**src/rtl/counter_pkg.sv**
```systemverilog
// -----------------------------------------------------------------------------
// counter_pkg
// Shared definitions for the modulo counter family and its prescaler.
//   DIR_UP / DIR_DOWN : encodings of the `up` direction input.
//   clog2_min1()      : ceil(log2(value)) clamped to at least 1, used to size
//                       prescaler registers so PRESCALE = 1 still yields a
//                       one-bit register.
// -----------------------------------------------------------------------------
package counter_pkg;

    localparam logic DIR_UP   = 1'b1;
    localparam logic DIR_DOWN = 1'b0;

    // Smallest bit count able to hold 0..value-1, never less than one bit.
    function automatic int clog2_min1(input int value);
        int result;
        result = 1;
        for (int i = 1; i < 31; i++) begin
            if ((32'sd1 <<< i) < value) begin
                result = i + 1;
            end else begin
                result = result;
            end
        end
        return result;
    endfunction

endpackage : counter_pkg

```
**src/rtl/mod_counter_tick_prescaler.sv**
```systemverilog
// -----------------------------------------------------------------------------
// tick_prescaler
// Divides enabled clock cycles by PRESCALE. The internal counter runs
// 0..PRESCALE-1 and advances only while `enable` is high; `tick` is high in
// the cycle the counter sits on its last value with `enable` high, and the
// counter returns to 0 on that edge. `clear` zeroes the counter and masks
// `tick` in the same cycle.
//
// Parameters : PRESCALE  enabled cycles per tick (>= 1)
// Ports      : clock     rising-edge clock
//              reset     asynchronous, active-high reset
//              enable    advance the prescaler
//              clear     synchronous clear, suppresses tick
//              tick      combinational strobe, one per PRESCALE enabled cycles
// -----------------------------------------------------------------------------
module tick_prescaler
    import counter_pkg::*;
#(
    parameter int PRESCALE = 1
) (
    input  logic clock,
    input  logic reset,
    input  logic enable,
    input  logic clear,
    output logic tick
);

    localparam int PRE_W = clog2_min1(PRESCALE);
    localparam logic [PRE_W-1:0] LAST_C = PRE_W'(PRESCALE - 1);

    generate
        if (PRESCALE < 1) begin : g_bad_prescale
            $fatal(1, "tick_prescaler: PRESCALE must be at least 1");
        end
    endgenerate

    logic [PRE_W-1:0] pre_r;
    logic [PRE_W-1:0] pre_nxt_s;
    logic             at_last_s;

    // Terminal-count detect and tick strobe; clear masks the strobe.
    always_comb begin
        at_last_s = (pre_r == LAST_C);
        tick      = enable & ~clear & at_last_s;
    end

    // Next prescaler value: clear > wrap at terminal count > increment > hold.
    always_comb begin
        pre_nxt_s = pre_r;
        if (clear) begin
            pre_nxt_s = {PRE_W{1'b0}};
        end else if (enable) begin
            if (at_last_s) begin
                pre_nxt_s = {PRE_W{1'b0}};
            end else begin
                pre_nxt_s = pre_r + PRE_W'(1);
            end
        end else begin
            pre_nxt_s = pre_r;
        end
    end

    // Prescaler state register with asynchronous reset.
    always_ff @(posedge clock or posedge reset) begin
        if (reset) begin
            pre_r <= {PRE_W{1'b0}};
        end else begin
            pre_r <= pre_nxt_s;
        end
    end

endmodule : tick_prescaler

```
**src/rtl/mod_counter.sv**
```systemverilog
// -----------------------------------------------------------------------------
// mod_counter
// Modulo up/down counter with a clock-enable prescaler, synchronous clear,
// optional synchronous load and a registered wrap pulse. Default parameters
// give the free-running 0,1,2,3,0 phase sequence.
//
// Build option: define MOD_COUNTER_LOAD_EN to add the `load`/`load_value`
// ports and load logic. Without it the ports do not exist and the edge
// priority is reset > clear > step.
//
// Parameters : WIDTH       count width in bits
//              MODULO      sequence length, 2 <= MODULO <= 2**WIDTH
//              PRESCALE    enabled cycles per count step, >= 1
// Ports      : clock       rising-edge clock
//              reset       asynchronous, active-high reset
//              enable      advance the prescaler; low holds all state
//              clear       synchronous clear of count and prescaler
//              up          direction, 1 = up, 0 = down (sampled on steps)
//              load        synchronous load (MOD_COUNTER_LOAD_EN only)
//              load_value  value to load, saturated to MODULO-1
//              count       registered count, 0..MODULO-1
//              step        combinational strobe, high when a step is taken
//              wrap        registered pulse, high the cycle after a wrap step
// -----------------------------------------------------------------------------
module mod_counter
    import counter_pkg::*;
#(
    parameter int WIDTH    = 2,
    parameter int MODULO   = 4,
    parameter int PRESCALE = 1
) (
    input  logic             clock,
    input  logic             reset,
    input  logic             enable,
    input  logic             clear,
    input  logic             up,
`ifdef MOD_COUNTER_LOAD_EN
    input  logic             load,
    input  logic [WIDTH-1:0] load_value,
`endif
    output logic [WIDTH-1:0] count,
    output logic             step,
    output logic             wrap
);

    // Terminal value and modulus; the modulus is held at WIDTH+1 bits so
    // MODULO = 2**WIDTH is representable and needs no special case.
    localparam logic [WIDTH-1:0] MAX_C        = WIDTH'(MODULO - 1);
    localparam logic [WIDTH:0]   MODULO_EXT_C = (WIDTH + 1)'(MODULO);

    generate
        if (WIDTH < 1) begin : g_bad_width
            $fatal(1, "mod_counter: WIDTH must be at least 1");
        end
        if ((MODULO < 2) || (MODULO > (1 << WIDTH))) begin : g_bad_modulo
            $fatal(1, "mod_counter: MODULO must lie in 2..2**WIDTH");
        end
        if (PRESCALE < 1) begin : g_bad_prescale
            $fatal(1, "mod_counter: PRESCALE must be at least 1");
        end
    endgenerate

    logic [WIDTH-1:0] count_r;
    logic             wrap_r;
    logic [WIDTH-1:0] count_nxt_s;
    logic             wrap_nxt_s;
    logic             step_s;
    logic             pre_clear_s;
    logic [WIDTH:0]   up_sum_s;
    logic             up_wraps_s;
    logic             down_wraps_s;

`ifdef MOD_COUNTER_LOAD_EN
    logic [WIDTH-1:0] load_sat_s;

    // Saturate out-of-range load values to the top of the legal range.
    always_comb begin
        if ({1'b0, load_value} >= MODULO_EXT_C) begin
            load_sat_s = MAX_C;
        end else begin
            load_sat_s = load_value;
        end
    end

    // A load restarts the prescale interval just like a clear does.
    always_comb begin
        pre_clear_s = clear | load;
    end
`else
    // Only clear restarts the prescale interval in this build.
    always_comb begin
        pre_clear_s = clear;
    end
`endif

    // Step timing; the prescaler also masks the step while clear/load is high.
    tick_prescaler #(
        .PRESCALE (PRESCALE)
    ) u_prescaler (
        .clock  (clock),
        .reset  (reset),
        .enable (enable),
        .clear  (pre_clear_s),
        .tick   (step_s)
    );

    // Wrap detection for both directions, widened for the up case.
    always_comb begin
        up_sum_s     = {1'b0, count_r} + (WIDTH + 1)'(1);
        up_wraps_s   = (up_sum_s == MODULO_EXT_C);
        down_wraps_s = (count_r == {WIDTH{1'b0}});
    end

    // Next count and wrap: clear > load > step > hold; wrap defaults low.
    always_comb begin
        count_nxt_s = count_r;
        wrap_nxt_s  = 1'b0;
        if (clear) begin
            count_nxt_s = {WIDTH{1'b0}};
`ifdef MOD_COUNTER_LOAD_EN
        end else if (load) begin
            count_nxt_s = load_sat_s;
`endif
        end else if (step_s) begin
            if (up == DIR_UP) begin
                if (up_wraps_s) begin
                    count_nxt_s = {WIDTH{1'b0}};
                    wrap_nxt_s  = 1'b1;
                end else begin
                    count_nxt_s = up_sum_s[WIDTH-1:0];
                end
            end else begin
                if (down_wraps_s) begin
                    count_nxt_s = MAX_C;
                    wrap_nxt_s  = 1'b1;
                end else begin
                    count_nxt_s = count_r - WIDTH'(1);
                end
            end
        end else begin
            count_nxt_s = count_r;
        end
    end

    // Count and wrap registers with asynchronous reset.
    always_ff @(posedge clock or posedge reset) begin
        if (reset) begin
            count_r <= {WIDTH{1'b0}};
            wrap_r  <= 1'b0;
        end else begin
            count_r <= count_nxt_s;
            wrap_r  <= wrap_nxt_s;
        end
    end

    // Output drive.
    always_comb begin
        count = count_r;
        wrap  = wrap_r;
        step  = step_s;
    end

endmodule : mod_counter

```
**config.mk**
```make
export PLATFORM = sky130hd
export DESIGN_NAME = mod_counter
export DESIGN_NICKNAME = d
export VERILOG_FILES = /design/src/rtl/counter_pkg.sv /design/src/rtl/mod_counter_tick_prescaler.sv /design/src/rtl/mod_counter.sv
export SDC_FILE = /design/constraint.sdc
export NUM_CORES = 1
export LEC_CHECK = 0
export ABC_AREA = 0
export CORE_AREA = 4 4 41 43
export CTS_CLUSTER_DIAMETER = 120
export DETAILED_ROUTE_END_ITERATION = 6
export DIE_AREA = 0 0 45 47
export DONT_BUFFER_PORTS = 1
export PLACE_DENSITY = 0.38
export SLEW_MARGIN = 5
export SYNTH_ARGS = -nofsm -noshare
export SYNTH_HDL_FRONTEND = slang
export SYNTH_SLANG_ARGS = --single-unit
```
**constraint.sdc**
```tcl
create_clock -name clock -period 1.7 [get_ports clock]
set_input_delay 0.255 -clock clock [delete_from_list [all_inputs] [get_ports clock]]
set_output_delay 0.255 -clock clock [all_outputs]
set_load 0.01 [all_outputs]
```
==> results by group <==
Outcome
  – Status: completed

STA
  – Final worst path period share: ~72%
  – Worst hold slack: approximately 77 ps
  – Minimum clock period: 1232 ps
  – Worst-case clock skew: 1.115 ps
  – Setup-failing EPs final: 0
  – Worst-margin pin slew: 251.0 ps
  – RSZ-0062 raised after global routing: no
  – FMAX: 0.8117 GHz
  – Setup TNS Final: 0 ps
  – Slew margin rel.: 83.27%
  – Slew Limit Fails: 0
  – Final Hold Vio Count: 0

Clock tree
  – CTS Buf Count: 3
  – Post-cts sizing count: 0
  – Clk slew on worst S/H paths: 40 ps
  – CTS tree: done
  – Clock sink total: 3
  – H-tree Lvls: 1
  – Worst-Skew Late Latency: 230 ps
  – Root Buffer: clkbuf_4
  – CTS max path bufs: 2

Power
  – Leak pwr: roughly 0.00012 uW
  – PwrDens: around 1000 nW/um2
  – VDD IR max: 0.2107 mV

Global route
  – Total grt overflow: 0
  – Largest net degree at the start of global routing: 5
  – Initial antenna violation count: 0
  – Global-route wire length before repair: 800 um
  – GRT Total Usage: about 6.1%
  – Vias in the first global route: about 180

Floorplanning
  – Starting density of the core: between 10 and 15%
  – Core Box Area: 1301 um2
  – I/O pins: 9
  – Die Height: 47 um
  – Row cnt: 13
  – Die Footprint: 2115 um2
  – Die W: 45 um

Placed design
  – GP Congestion: between 0.6 and 0.7
  – IO buf count: 0
  – Hpwl dp: 348.4 um

Worst setup path
  – Delay-heaviest family, CP: flip-flops
  – RR Startpoint: count[1]
  – R2R Setup Slk: ~470 ps
  – Reg2Reg Capture Point: count[0]
  – Critical path class: register to register
  – Worst Path Max Fanout: 4
  – Slowest-stage cell, CP: dfrtp_1
  – Buf/Inv on CP: 0
  – Worst Setup End Kind: register
  – CP Launch Type: register
  – Worst Path Required: around 1800 ps
  – CP peak stage delay: 460 ps
  – Register-to-Register Path Depth: 3
  – Sequence of cells on the critical path: ha_1 -> a21bo_1 -> a221oi_2
  – Critical Path AT: 1370 ps

Final layout
  – Layout Nets: 32
  – Most frequent cells in the layout: inv_1, clkbuf_4, dfrtp_1
  – Fin util: 19.13%
  – Layout cell share with drive strength beyond 1: 25.00%
  – Commonest non-fill, non-tap cell in the layout: inv_1
  – Layout area overhead: 28.39%
  – # diodes: 0

Route
  – Avg Vias per Cell: 4.077
  – Drt total wl: 444 um
  – Wire length per cell: roughly 11 um
  – Final ANT Viol Nets: 0
  – DR DRC count: 0
  – Vias: 159
  – Initial DRC count: 0
  – DRT Pass-1 Iters: 1

Min path
  – Type of the worst min-delay path: input pin to register
  – HP Start: clear
  – Hold Crit Endpoint: count[0]
  – Worst hold path cell count: 1

Synthesis
  – Post-Synthesis Cell Area: ~190 um2
  – Post-synthesis cell count: 19
  – Mean Syn Cell Area: approximately 10 um2
  – Largest area contributor in the netlist: dfrtp_1
  – Area contributors post-synth: dfrtp_1, ha_1, a221oi_2
  – Post-synth top area share: 38.71%
  – Yosys reg bits: 3
  – Seq/Total Area, Yosys: approximately two fifths
  – Yosys warns: 0
  – Synth cell types: 13
  – Syn nets: 26

Run
  – Max cap viols: 0
==> flip-flops by register name (all words and copies together), names as in the netlist <==
signal  cells
count       2
wrap        1
==> final cells by class <==
cell class              count  area [um2]
clock buffers               4       26.28
fillers                   150        1052
inverters                   4       15.01
multi-input cells          12       103.9
flip-flops and latches      3       75.07
well taps                  15       18.77
repair buffers              1       10.01
==> repair_timing <==
item | CTS | global route
hold endpoints to repair | 3 | 0
hold buffers | 1 | 0
buffers inserted | 0 | 0
==> worst register-to-register path, stage by stage, from the launching register on <==
cell,delay [ps]
dfrtp_1,460
ha_1,240
a21bo_1,180
a221oi_2,260
==> Yosys cell counts <==
| library cell | number |
|---|---|
| dfrtp_1 | 3 |
| nand2b_1 | 1 |
| and2_2 | 1 |
| o22ai_1 | 1 |
| or2b_1 | 1 |
| nand2b_2 | 1 |
| inv_1 | 4 |
| nand2_1 | 1 |
| a221oi_2 | 1 |
| a21oi_1 | 1 |
| a21bo_1 | 1 |
| xor2_1 | 1 |
| ha_1 | 2 |
==> cells by family after synthesis <==
kind of cell | share of synthesized area (%)
buf+inv | 7.740
simple gates | 17.42
xor+xnor | 4.517
compound gates | 18.71
fa+ha+maj | 12.90
flops | 38.71
==> report_power, final <==
group | leakage (uW) | switching [uW] | internal (uW) | total, uW
combinational | 0.0000699 | 16.2 | 17.3 | 33.5
clock | 0.0000150 | 38.7 | 88.1 | 127
sequential | 0.0000397 | 10.7 | 77.8 | 88.4
==> how the worst max path moves through the flow <==
stage                   from  endpoint  cells after the start
global route        count[1]  count[0]                      3
finish              count[1]  count[0]                      3
global placement    count[0]  count[1]                      4
detailed placement  count[1]  count[0]                      3
CTS                 count[1]  count[0]                      3
floorplan           count[0]  count[0]                      3
==> per-stage QoR <==
step | area [um2] | setup WS, ps | instances | power (uW)
6_report | 249.0 | 468.0 | 39 | 248.6
5_1_grt | 249.0 | 387.5 | 39 | 272.5
4_1_cts | 249.0 | 464.7 | 39 | 257.7
3_5_place_dp | 212.7 | 474.9 | 34 | 121.7
3_3_place_gp | 212.7 | 487.9 | 34 | 119.4
2_1_floorplan | 193.9 | 569.5 | 19 | 114.4
==> per-layer routing <==
layer | GRT usage, % | routed length, um
met5 | 0 | 0
met4 | 3.509 | 0
met3 | 7.280 | 88
met2 | 7.345 | 153
met1 | 5.950 | 202
(Power assumes the default switching activity.)
